## src/rtl/lu_sched_pkg.sv

```systemverilog
// lu_sched_pkg: shared types and constants for the LU core scheduler.
// States, response codes and the element packing helper.
package lu_sched_pkg;

    localparam int MAT_BITS = 9;
    localparam int ELEM_W   = 3;
    localparam int LU_W     = MAT_BITS * ELEM_W;

    typedef enum logic [2:0] {
        IDLE,
        FEED,
        WAIT,
        COLLECT,
        RESP
    } state_t;

    typedef logic [1:0]          status_t;
    typedef logic [MAT_BITS-1:0] mat_t;
    typedef logic [ELEM_W-1:0]   elem_t;
    typedef logic [LU_W-1:0]     lu_vec_t;

    localparam status_t ST_OK   = 2'b00;
    localparam status_t ST_SING = 2'b01;
    localparam status_t ST_TMO  = 2'b10;
    localparam status_t ST_PERR = 2'b11;

    // Replace element k of a packed L or U vector.
    function automatic lu_vec_t put_elem(lu_vec_t v, int unsigned k, elem_t e);
        lu_vec_t r;
        r = v;
        r[ELEM_W*k +: ELEM_W] = e;
        return r;
    endfunction

endpackage

```

## src/rtl/lu_sched_if.sv

```systemverilog
// lu_sched_if: requester and response channels of the LU scheduler.
// master = requester/consumer side, slave = scheduler side.
interface lu_sched_if #(
    parameter int NREQ = 2,
    parameter int ID_W = 1
);
    import lu_sched_pkg::*;

    logic [NREQ-1:0]          req_valid;
    logic [NREQ-1:0]          req_ready;
    logic [MAT_BITS*NREQ-1:0] req_mat;

    logic                     rsp_valid;
    logic                     rsp_ready;
    logic [ID_W-1:0]          rsp_id;
    status_t                  rsp_status;
    lu_vec_t                  rsp_l;
    lu_vec_t                  rsp_u;

    modport master (
        output req_valid, req_mat, rsp_ready,
        input  req_ready, rsp_valid, rsp_id,
        input  rsp_status, rsp_l, rsp_u
    );

    modport slave (
        input  req_valid, req_mat, rsp_ready,
        output req_ready, rsp_valid, rsp_id,
        output rsp_status, rsp_l, rsp_u
    );

endinterface

```

## src/rtl/lu_rr_arb.sv

```systemverilog
// lu_rr_arb: combinational round-robin arbiter.
// Grants the first requester at or above ptr, wrapping.
module lu_rr_arb #(
    parameter int NREQ = 2,
    parameter int ID_W = 1
) (
    input  logic [NREQ-1:0] req,
    input  logic [ID_W-1:0] ptr,
    output logic [NREQ-1:0] grant
);

    logic found;

    // Scan offsets from the pointer; first active requester wins.
    always_comb begin
        grant = '0;
        found = 1'b0;
        for (int o = 0; o < NREQ; o++) begin
            for (int i = 0; i < NREQ; i++) begin
                if (!found && req[i] &&
                    i == (int'(ptr) + o) % NREQ) begin
                    grant[i] = 1'b1;
                    found    = 1'b1;
                end
            end
        end
    end

endmodule

```

## src/rtl/lu_sched.sv

```systemverilog
// lu_sched: round-robin front end for a serial 3x3 binary LU core.
// Feeds one matrix at a time and returns a tagged L/U response.
module lu_sched
    import lu_sched_pkg::*;
#(
    parameter int NREQ    = 2,
    parameter int ID_W    = 1,
    parameter int TIMEOUT = 64
) (
    input  logic             clk,
    input  logic             rst,
    lu_sched_if.slave        bus,
    output logic             core_in_valid,
    output logic             core_in_data,
    input  logic             core_out_valid,
    input  logic             core_invertible,
    input  logic [ELEM_W-1:0] core_out_l,
    input  logic [ELEM_W-1:0] core_out_u,
    output logic             core_flush,
    output logic             busy
);

    localparam int TW = $clog2(TIMEOUT + 1);

    state_t          state;
    state_t          state_n;
    logic [NREQ-1:0] gnt;
    logic [NREQ-1:0] rdy;
    logic [ID_W-1:0] ptr_q;
    logic [ID_W-1:0] gnt_id;
    logic [ID_W-1:0] ptr_nxt;
    mat_t            gnt_mat;
    mat_t            mat_q;
    logic [3:0]      cnt_q;
    logic [TW-1:0]   tmo_q;
    logic [ID_W-1:0] id_q;
    status_t         st_q;
    lu_vec_t         l_q;
    lu_vec_t         u_q;
    logic            flush_q;
    logic            cnt_last;
    logic            tmo_hit;

    lu_rr_arb #(
        .NREQ (NREQ),
        .ID_W (ID_W)
    ) u_arb (
        .req   (bus.req_valid),
        .ptr   (ptr_q),
        .grant (gnt)
    );

    assign cnt_last = (cnt_q == 4'(MAT_BITS - 1));
    assign tmo_hit  = (tmo_q == TW'(TIMEOUT - 1));
    assign ptr_nxt  = (gnt_id == ID_W'(NREQ - 1)) ?
                      '0 : gnt_id + ID_W'(1);

    // Encode the one-hot grant into an index and select its matrix.
    always_comb begin
        gnt_id  = '0;
        gnt_mat = '0;
        for (int i = 0; i < NREQ; i++) begin
            if (gnt[i]) begin
                gnt_id  = ID_W'(i);
                gnt_mat = bus.req_mat[MAT_BITS*i +: MAT_BITS];
            end
        end
    end

    // State register.
    always_ff @(posedge clk) begin
        if (rst) begin
            state <= IDLE;
        end else begin
            state <= state_n;
        end
    end

    // Next state and the combinational handshake/feed outputs.
    always_comb begin
        state_n       = state;
        rdy           = '0;
        core_in_valid = 1'b0;
        core_in_data  = 1'b0;
        unique case (state)
            IDLE: begin
                rdy = gnt;
                if (|gnt) state_n = FEED;
            end
            FEED: begin
                core_in_valid = 1'b1;
                core_in_data  = mat_q[cnt_q];
                if (cnt_last) state_n = WAIT;
            end
            WAIT: begin
                if (core_out_valid) begin
                    state_n = core_invertible ? COLLECT : RESP;
                end else if (tmo_hit) begin
                    state_n = RESP;
                end
            end
            COLLECT: begin
                if (!core_out_valid || cnt_last) state_n = RESP;
            end
            RESP: begin
                if (bus.rsp_ready) state_n = IDLE;
            end
            default: state_n = IDLE;
        endcase
    end

    // Request latch, counters, element capture and response status.
    always_ff @(posedge clk) begin
        if (rst) begin
            ptr_q   <= '0;
            mat_q   <= '0;
            id_q    <= '0;
            cnt_q   <= '0;
            tmo_q   <= '0;
            st_q    <= ST_OK;
            l_q     <= '0;
            u_q     <= '0;
            flush_q <= 1'b0;
        end else begin
            flush_q <= 1'b0;
            unique case (state)
                IDLE: begin
                    if (|gnt) begin
                        mat_q <= gnt_mat;
                        id_q  <= gnt_id;
                        ptr_q <= ptr_nxt;
                        cnt_q <= '0;
                        tmo_q <= '0;
                        st_q  <= ST_OK;
                        l_q   <= '0;
                        u_q   <= '0;
                    end
                end
                FEED: begin
                    cnt_q <= cnt_last ? 4'd0 : cnt_q + 4'd1;
                end
                WAIT: begin
                    tmo_q <= tmo_q + TW'(1);
                    if (core_out_valid) begin
                        if (core_invertible) begin
                            l_q   <= put_elem(l_q, 0, core_out_l);
                            u_q   <= put_elem(u_q, 0, core_out_u);
                            cnt_q <= 4'd1;
                        end else begin
                            st_q <= ST_SING;
                        end
                    end else if (tmo_hit) begin
                        st_q    <= ST_TMO;
                        flush_q <= 1'b1;
                    end
                end
                COLLECT: begin
                    if (core_out_valid) begin
                        l_q   <= put_elem(l_q, int'(cnt_q), core_out_l);
                        u_q   <= put_elem(u_q, int'(cnt_q), core_out_u);
                        cnt_q <= cnt_q + 4'd1;
                        if (cnt_last) st_q <= ST_OK;
                    end else begin
                        st_q <= ST_PERR;
                    end
                end
                default: begin
                end
            endcase
        end
    end

    assign bus.req_ready  = rdy;
    assign bus.rsp_valid  = (state == RESP);
    assign bus.rsp_id     = id_q;
    assign bus.rsp_status = st_q;
    assign bus.rsp_l      = l_q;
    assign bus.rsp_u      = u_q;
    assign core_flush     = flush_q;
    assign busy           = (state != IDLE);

endmodule
```

## src/flat_wrapper.sv

```systemverilog
// flat-port wrapper written by rule: the top's interface ports become plain ports
module lu_sched_flat import lu_sched_pkg::*;
#(
    parameter int NREQ    = 2,
    parameter int ID_W    = 1,
    parameter int TIMEOUT = 64
)
  (clk, rst, core_in_valid, core_in_data, core_out_valid, core_invertible, core_out_l, core_out_u, core_flush, busy, bus_req_valid, bus_req_mat, bus_rsp_ready, bus_req_ready, bus_rsp_valid, bus_rsp_id, bus_rsp_status, bus_rsp_l, bus_rsp_u);
  lu_sched_if #(.NREQ(NREQ), .ID_W(ID_W)) bus_i ();
  input  logic clk;
  input  logic rst;
  output logic core_in_valid;
  output logic core_in_data;
  input  logic core_out_valid;
  input  logic core_invertible;
  input  logic [ELEM_W-1:0] core_out_l;
  input  logic [ELEM_W-1:0] core_out_u;
  output logic core_flush;
  output logic busy;
  input wire logic [$bits(bus_i.req_valid)-1:0] bus_req_valid;
  input wire logic [$bits(bus_i.req_mat)-1:0] bus_req_mat;
  input wire logic [$bits(bus_i.rsp_ready)-1:0] bus_rsp_ready;
  output wire logic [$bits(bus_i.req_ready)-1:0] bus_req_ready;
  output wire logic [$bits(bus_i.rsp_valid)-1:0] bus_rsp_valid;
  output wire logic [$bits(bus_i.rsp_id)-1:0] bus_rsp_id;
  output wire logic [$bits(bus_i.rsp_status)-1:0] bus_rsp_status;
  output wire logic [$bits(bus_i.rsp_l)-1:0] bus_rsp_l;
  output wire logic [$bits(bus_i.rsp_u)-1:0] bus_rsp_u;
  assign bus_i.req_valid = bus_req_valid;
  assign bus_i.req_mat = bus_req_mat;
  assign bus_i.rsp_ready = bus_rsp_ready;
  assign bus_req_ready = bus_i.req_ready;
  assign bus_rsp_valid = bus_i.rsp_valid;
  assign bus_rsp_id = bus_i.rsp_id;
  assign bus_rsp_status = bus_i.rsp_status;
  assign bus_rsp_l = bus_i.rsp_l;
  assign bus_rsp_u = bus_i.rsp_u;
  lu_sched #(.NREQ(NREQ), .ID_W(ID_W), .TIMEOUT(TIMEOUT)) u_core (.clk(clk), .rst(rst), .bus(bus_i), .core_in_valid(core_in_valid), .core_in_data(core_in_data), .core_out_valid(core_out_valid), .core_invertible(core_invertible), .core_out_l(core_out_l), .core_out_u(core_out_u), .core_flush(core_flush), .busy(busy));
endmodule
```

## config.mk

```make
export PLATFORM = sky130hd
export DESIGN_NAME = lu_sched_flat
export DESIGN_NICKNAME = d
export VERILOG_FILES = /design/src/rtl/lu_sched_pkg.sv /design/src/rtl/lu_sched_if.sv /design/src/rtl/lu_rr_arb.sv /design/src/rtl/lu_sched.sv /design/src/flat_wrapper.sv
export SDC_FILE = /design/constraint.sdc
export NUM_CORES = 1
export LEC_CHECK = 0
export ABC_CLOCK_PERIOD_IN_PS = 3200
export BUFFER_PORTS_ARGS = -buffer_cell sky130_fd_sc_hd__buf_2
export CORE_ASPECT_RATIO = 1.25
export CORE_MARGIN = 2
export CORE_UTILIZATION = 48
export CTS_CLUSTER_DIAMETER = 150
export CTS_CLUSTER_SIZE = 20
export DETAILED_ROUTE_END_ITERATION = 7
export GPL_TIMING_DRIVEN = 0
export PLACE_DENSITY = 0.79
export RECOVER_POWER = 100
export SYNTH_ARGS = -nofsm -noshare
export SYNTH_HDL_FRONTEND = slang
export SYNTH_SLANG_ARGS = --single-unit
```

## constraint.sdc

```tcl
create_clock -name clk -period 3.2 [get_ports clk]
set_input_delay 0.32 -clock clk [delete_from_list [all_inputs] [get_ports clk]]
set_output_delay 0.32 -clock clk [all_outputs]
set_load 0.01 [all_outputs]
```

== Word level (Yosys, flattened, before mapping) ==
Cells that the tools add are included.
Widths: inputs -> output; s select.

* Register bits after elaboration: 82
* Latch bits: 0
* Bits in writable memories: 0
* ROM bits: 0
* Bits of input ports: 31
* Output and inout port bits: 64
* Memories: 0

* Add/subtract/negate cells: 5
* Multipliers: 1
* Divide/modulo/power cells: 0
* Magnitude comparators: 1
* Equal/unequal tests: 17
* Shifts and indexed selects: 3
* Mux-type cells: 50
* Bitwise operators: 2
* Reductions and logical operators: 29

{| class="wikitable"
|+ Operators with widths
! operator !! count
|-
| $pmux 27 s3 || 2
|-
| $mux 27 || 5
|-
| $shiftx 3x34->27 || 2
|-
| $logic_not 32->1 || 2
|-
| $bwmux 27 || 2
|-
| $neg 6->34 || 1
|-
| $shift 3x34->27 const A || 1
|-
| $mux 3 || 9
|-
| $mux 4 || 5
|-
| $reduce_and 5->1 || 4
|-
| $mux 9 || 2
|-
| $pmux 4 s4 || 1
|-
| $pmux 3 s5 || 1
|-
| $mux 2 || 7
|-
| $pmux 7 s2 || 1
|-
| $mux 1 || 12
|-
| $ne 2x2->1 const B || 4
|-
| $add 7x1->7 const B || 1
|-
| $eq 7x6->1 const B || 1
|-
| $logic_and 1x1->1 || 7
|-
| $mux 7 || 1
|-
| $eq 3x2->1 const B || 2
|-
| $mul 2x4->6 const A || 1
|-
| $ne 2x1->1 const B || 3
|-
| other kinds (23) || 31
|}

== Depth between registers and ports, before layout ==
* Depth after elaboration: 18
* Mapped depth: 8
* Mapped depth without buffers: 6

== By module ==
Synthesis repeated with hierarchy kept, for this count alone.

* Cell total of the unflattened synthesis: 466
* Area, all modules: 4003.8 um^2

{| class="wikitable"
|+ Modules (own cells, without submodules)
! module !! instances !! cells an instance !! area each (um^2) !! sequential area each (um^2)
|-
| lu_sched || 1 || 463 || 3985.1 || 1641.6
|-
| lu_rr_arb || 1 || 3 || 18.8 || 0.0
|}

== Worst setup path before layout ==
No wires, ideal clock.

* Path type: register to register
* Start: register u_core.cnt_q[0]
* End: register u_core.l_q[12] (netlist: u_core.bus.rsp_l[12])
* Library setup time: 72 ps
* Data arrival time: 2272 ps
* Path slack: 856 ps
* Cell stages (with the launch flop): 9
* Buffers on the path: 2
* Cells stage by stage: dfxtp_1 buf_1 inv_1 ha_1 buf_2 or3b_1 a21o_1 a211oi_4 mux2i_1

* Cells in the longest elaborated chain, start to end: 6

{| class="wikitable"
|+ Ends and longest elaborated chain
! item !! line !! RTL
|-
| start: declaration || lu_sched.sv:34 || <nowiki>logic [3:0] cnt_q;</nowiki>
|-
| start signal: assignment || lu_sched.sv:140 || <nowiki>cnt_q <= cnt_last ? 4'd0 : cnt_q + 4'd1;</nowiki>
|-
| start signal: assignment || lu_sched.sv:161 || <nowiki>cnt_q <= cnt_q + 4'd1;</nowiki>
|-
| $mul 2x4->6 (*) || lu_sched_pkg.sv:31 || <nowiki>r[ELEM_W*k +: ELEM_W] = e;</nowiki>
|-
| $neg 6->34 (*) || lu_sched_pkg.sv:31 ||
|-
| $shiftx 3x34->27 or $shift 3x34->27 (tied branches) || lu_sched_pkg.sv:31 ||
|-
| $bwmux 27 (*) || lu_sched_pkg.sv:31 ||
|-
| $mux 27 (*) || lu_sched.sv:158 || <nowiki>if (core_out_valid) begin</nowiki>
|-
| $pmux 27 s3 (*) || lu_sched.sv:126 || <nowiki>unique case (state)</nowiki>
|-
| end signal: assignment || lu_sched.sv:146 || <nowiki>l_q <= put_elem(l_q, 0, core_out_l);</nowiki>
|-
| end signal: assignment || lu_sched.sv:159 || <nowiki>l_q <= put_elem(l_q, int'(cnt_q), core_out_l);</nowiki>
|-
| end: declaration || lu_sched.sv:38 || <nowiki>lu_vec_t l_q;</nowiki>
|}

Mark *: on every way between the ends. The rest lies on a longest branch, timed or not. The select of a mux whose other input is x is not followed.
A chain may end at the register's enable or synchronous reset.

== Final worst setup path ==
* Start: register u_core.state[1]
* End: register u_core.mat_q[7]

* Cells in the longest elaborated chain, start to end: 2

{| class="wikitable"
|+ Ends and longest elaborated chain
! item !! line !! RTL
|-
| start: declaration || lu_sched.sv:25 || <nowiki>state_t state;</nowiki>
|-
| start signal: assignment || lu_sched.sv:75 || <nowiki>state <= state_n;</nowiki>
|-
| $logic_not 3->1 || lu_sched.sv:126 ||
|-
| $reduce_and 2->1 (no line) || - ||
|-
| end signal: assignment || lu_sched.sv:129 || <nowiki>mat_q <= gnt_mat;</nowiki>
|-
| end: declaration || lu_sched.sv:33 || <nowiki>mat_t mat_q;</nowiki>
|}

Every way passes these cells.

==> results.md <==
| Stage | Parameter | Reported |
|:---|:---|:---|
| status | Result of the run | finished clean |
| routing | Detailed-route wire length per cell | 16.1 um |
| logic synthesis | Synth cell types | 64 |
| logic synthesis | Number of enable-type register cells in the synthesized netlist | 0 |
| cells and area | Count of nets after finishing | 610 |
| setup path | Kind of critical path | register to register |
| cts | Worst-Skew Late Latency | 360 ps |
| setup path | Max stage delay on crit path | 1160 ps |
| worst hold path | Hold Path Class | input pin to register |
| floorplan | Cell row count | 37 |
| routing | Routed length on met3 | 724 um |
| cells and area | Fin cells | 674 |
| cts | Gates resized, CTS repair | 0 |
| routing | Vias per std cell | 5.81 |
| floorplan | Top-Level Pins | 95 |
| cts | Quantity of hold-fixing buffers added after cts | 0 |
| routing | Number of DRC markers in iteration 0 | 170 |
| cts | Buffers inserted by post-CTS timing repair | 0 |
| floorplan | Die outline width | 86.9 um |
| global route | Number of antenna violations at the first check in global routing | 0 |
| job | Total of max-cap violations | 0 |
| cells and area | Synthesis-to-layout area growth | 17.6% |
| logic synthesis | Sequential-to-total area share from yosys stat | 39.8% |
| routing | Routed metal-1 wire length | 4510 um |
| setup path | Critical path endpoint category | register |
| logic synthesis | Seq cells post-synth | 82 |
| floorplan | Area inside the core boundary | 0.00829 mm^2 |
| power and ir drop | Peak ir drop on the vdd network | 472 uV |
| routing | Drt drc | 0 |
| cts | Clock net sink count | 82 |
| placed design | Placed wire-length estimate | 8170 um |
| cts | Root cell of the clock tree | clkbuf_8 |
| global route | Pin count of the biggest net entering global routing | 15 |
| sta | Setup repair after global routing missed its margin | no |
| routing | Post-Route WL | 10900 um |
| power and ir drop | Leakage power figure | 1.86 nW |
| setup path | Cell Chain, Critical Path | clkbuf_1, nor3_1, inv_2, nor2_2, buf_4, nor2_1, a211oi_1 |
| global route | Wire length of the first global-routing pass | 17200 um |
| logic synthesis | Main combinational cell family by area after synthesis | simple AND/OR/NAND/NOR gates |
| logic synthesis | Instance count of the mapped netlist | 469 |
| logic synthesis | Area share of the leading cell type in the synthesized netlist | 39.8% |
| logic synthesis | Fraction of the mapped netlist area in simple logic gates | 23.7% |
| cts | Clock tree from TritonCTS | yes |
| logic synthesis | Share of async-settable or async-resettable flops after synthesis | 0% |
| logic synthesis | Most common library cells after synthesis | 82 x dfxtp_1, 73 x nand2_1, 36 x mux2i_1, 31 x nor2_1, 30 x a21oi_1 |
| setup path | CP max-delay cell | nor3_1 |
| floorplan | Total die area | 0.00935 mm^2 |
| logic synthesis | Post-synthesis average cell area | 8.79 um^2 |
| logic synthesis | Largest area contributor in the synthesized netlist | dfxtp_1 |
| setup path | CP startpoint kind | register |
| logic synthesis | Dominant synthesized flop cell | dfxtp_1 |
| routing | Number of iterations in the first detailed-routing pass | 5 |
| cts | Number of H-tree levels | 3 |
| cells and area | Share of layout cells above drive strength 1 | 14.4% |
| global route | Total routing resource utilization after global routing | 23.3% |
| sta | Maximum frequency from static timing analysis | 0.351 GHz |
| placed design | Gpl congestion | 0.902 |
| sta | Rel. slew slack | 4.29% |
| sta | Sum of negative setup slack | 0 ps |
| sta | Max-slew violation total from the final report | 0 |
| routing | Met2 wire length | 5440 um |
| sta | Final critical delay including setup and external delays | 2850 ps |
| cts | Clock transition at the registers of the reported paths | 90 ps |
| logic synthesis | Share of the synthesized netlist area taken by xor and xnor gates | 1.06% |
| cts | Max clock buf depth | 2 |
| floorplan | Initial standard-cell utilization of the core | 49.7% |
| logic synthesis | Net Count, Synth | 506 |
| global route | Vias in the first global route | 3648 |
| logic synthesis | Cell Area, Synth | 0.00412 mm^2 |
| setup path | Worst Path Buf+Inv | 3 |
| floorplan | Height of the die | 108 um |
| sta | Final Hold Viols | 0 |
| cts | Number of buffers created by CTS | 9 |
| sta | Post-Route Skew | 12.8 ps |
| logic synthesis | Area fraction in compound gates after synthesis | 19.2% |
| global route | Gr ovfl total | 0 |
| routing | Vias after detailed routing | 3919 |
| power and ir drop | Areal power density over the cells | 681 mW/mm^2 |
| setup path | Data required time at the worst endpoint | 3480 ps |
| routing | Highest routing layer actually used | met4 |
| setup path | Critical-path maximum fanout | 10 |
| logic synthesis | Post-synthesis mux area share | 9.84% |
| setup path | Dominant delay contributor by cell family on the critical path | simple AND/OR/NAND/NOR gates |
| routing | Post-route antenna net violation count | 0 |
| placed design | DP Cell Count | 659 |
| cells and area | Number of diodes | 0 |
| logic synthesis | Top post-synthesis cells by area | dfxtp_1 40%, mux2i_1 8.7%, nand2_1 6.7% |
| setup path | Arrival @ worst endpoint | 3130 ps |
| placed design | Number of input and output port buffers inserted | 93 |
| logic synthesis | Yosys warning total | 0 |
| sta | Number of setup violations in the final report | 0 |
| logic synthesis | Adder-Cell Fraction of Synth Area | 1.82% |
| sta | Final worst-path cycle share | 89.1% |
| logic synthesis | Most repeated cell in the gate-level netlist after synthesis | dfxtp_1 |
| sta | Worst-Margin Slew | 1420 ps |
==> where the power goes <==
part,total (mW),internal [mW],switching [mW]
clock,0.900,0.518,0.382
sequential,1.15,1.10,0.0476
combinational,1.25,0.398,0.855
==> layout make-up <==
type | count | area, um^2
clock buffers | 9 | 124
clock inverters | 6 | 115
flip-flops and latches | 82 | 1640
well taps | 97 | 121
multi-input cells | 346 | 2270
inverters | 10 | 37.5
repair buffers | 93 | 390
fillers | 783 | 3440
plain buffers | 31 | 145
==> worst reg2reg max path: cells and delay by family, from the launching register on <==
family,cells,cell delay (ps)
buffers and inverters,3,670
AND/OR/NAND/NOR,3,1590
flip-flops,1,310
AO/OA/AOI/OAI,1,210
==> per-layer routing <==
metal / vias up / global-route usage (%)
met4: 0 / 10.0
met5: - / 0
met3: 18 / 3.14
li1: 1913 / -
met2: 166 / 40.6
met1: 1822 / 28.1
==> state kept, by name, summed over array words and instances, names as in the netlist, 2 cells and up <==
register               flops
u_core.cnt_q               4
u_core.mat_q               9
u_core.tmo_q               7
u_core.bus.rsp_l          27
u_core.bus.rsp_u          27
u_core.state               3
u_core.bus.rsp_status      2
==> cells by family (layout without fill, tap and decap cells) <==
| logic type | Yosys count | count (layout) |
|---|---|---|
| muxes | 38 | 38 |
| xor gates and xnor gates | 5 | 5 |
| AOI/OAI and AO/OA | 109 | 109 |
| DFF | 82 | 82 |
| and+or+nand+nor | 188 | 188 |
| buffers and inverters | 41 | 149 |
| adders and majority gates | 6 | 6 |
==> placed cells by master (no fill, tap or decap), types with 8 or more instances in the layout <==
master,Yosys,final
dfxtp_1,82,82
clkbuf_1,11,75
nand2_1,73,73
buf_2,17,46
mux2i_1,36,36
nor2_1,31,31
a21oi_1,30,30
nand4_1,17,17
o31ai_1,15,15
a211oi_1,15,15
nand3_1,11,11
nand2b_1,10,10
a22oi_1,10,10
inv_1,9,9
clkbuf_8,0,9
o2bb2ai_1,8,8
==> stage by stage <==
stage / util (%) / setup slack (ps) / power, mW / hold WS [ps] / cell area (um^2)
final: 58.5 / 350 / 3.30 / 270 / 4850
after global routing: 58.5 / 96.5 / 3.48 / 258 / 4850
after CTS: 59.7 / 462 / 3.34 / 258 / 4950
after detailed placement: 56.8 / 458 / 2.44 / 445 / 4710
after global placement: 56.8 / 566 / 2.41 / 439 / 4710
after floorplan: - / 856 / 2.12 / 437 / 4120
==> worst paths after layout <==
| check | startpoint | endpoint | slack, ps | depth (start not counted) |
|---|---|---|---|---|
| setup reg to reg | u_core.state[1]$_SDFFE_PP0P_ | u_core.mat_q[7]$_SDFFE_PP0P_ | 350 | 7 |
| hold / removal | core_out_u[0] | u_core.bus.rsp_u[0]$_SDFFE_PP0P_ | 270 | 2 |
| setup / recovery | u_core.state[1]$_SDFFE_PP0P_ | u_core.mat_q[7]$_SDFFE_PP0P_ | 350 | 7 |
| hold reg to reg | u_core.bus.rsp_status[1]$_SDFFE_PP0P_ | u_core.bus.rsp_status[1]$_SDFFE_PP0P_ | 460 | 2 |
No activity file was read; power rests on OpenSTA's default activity.
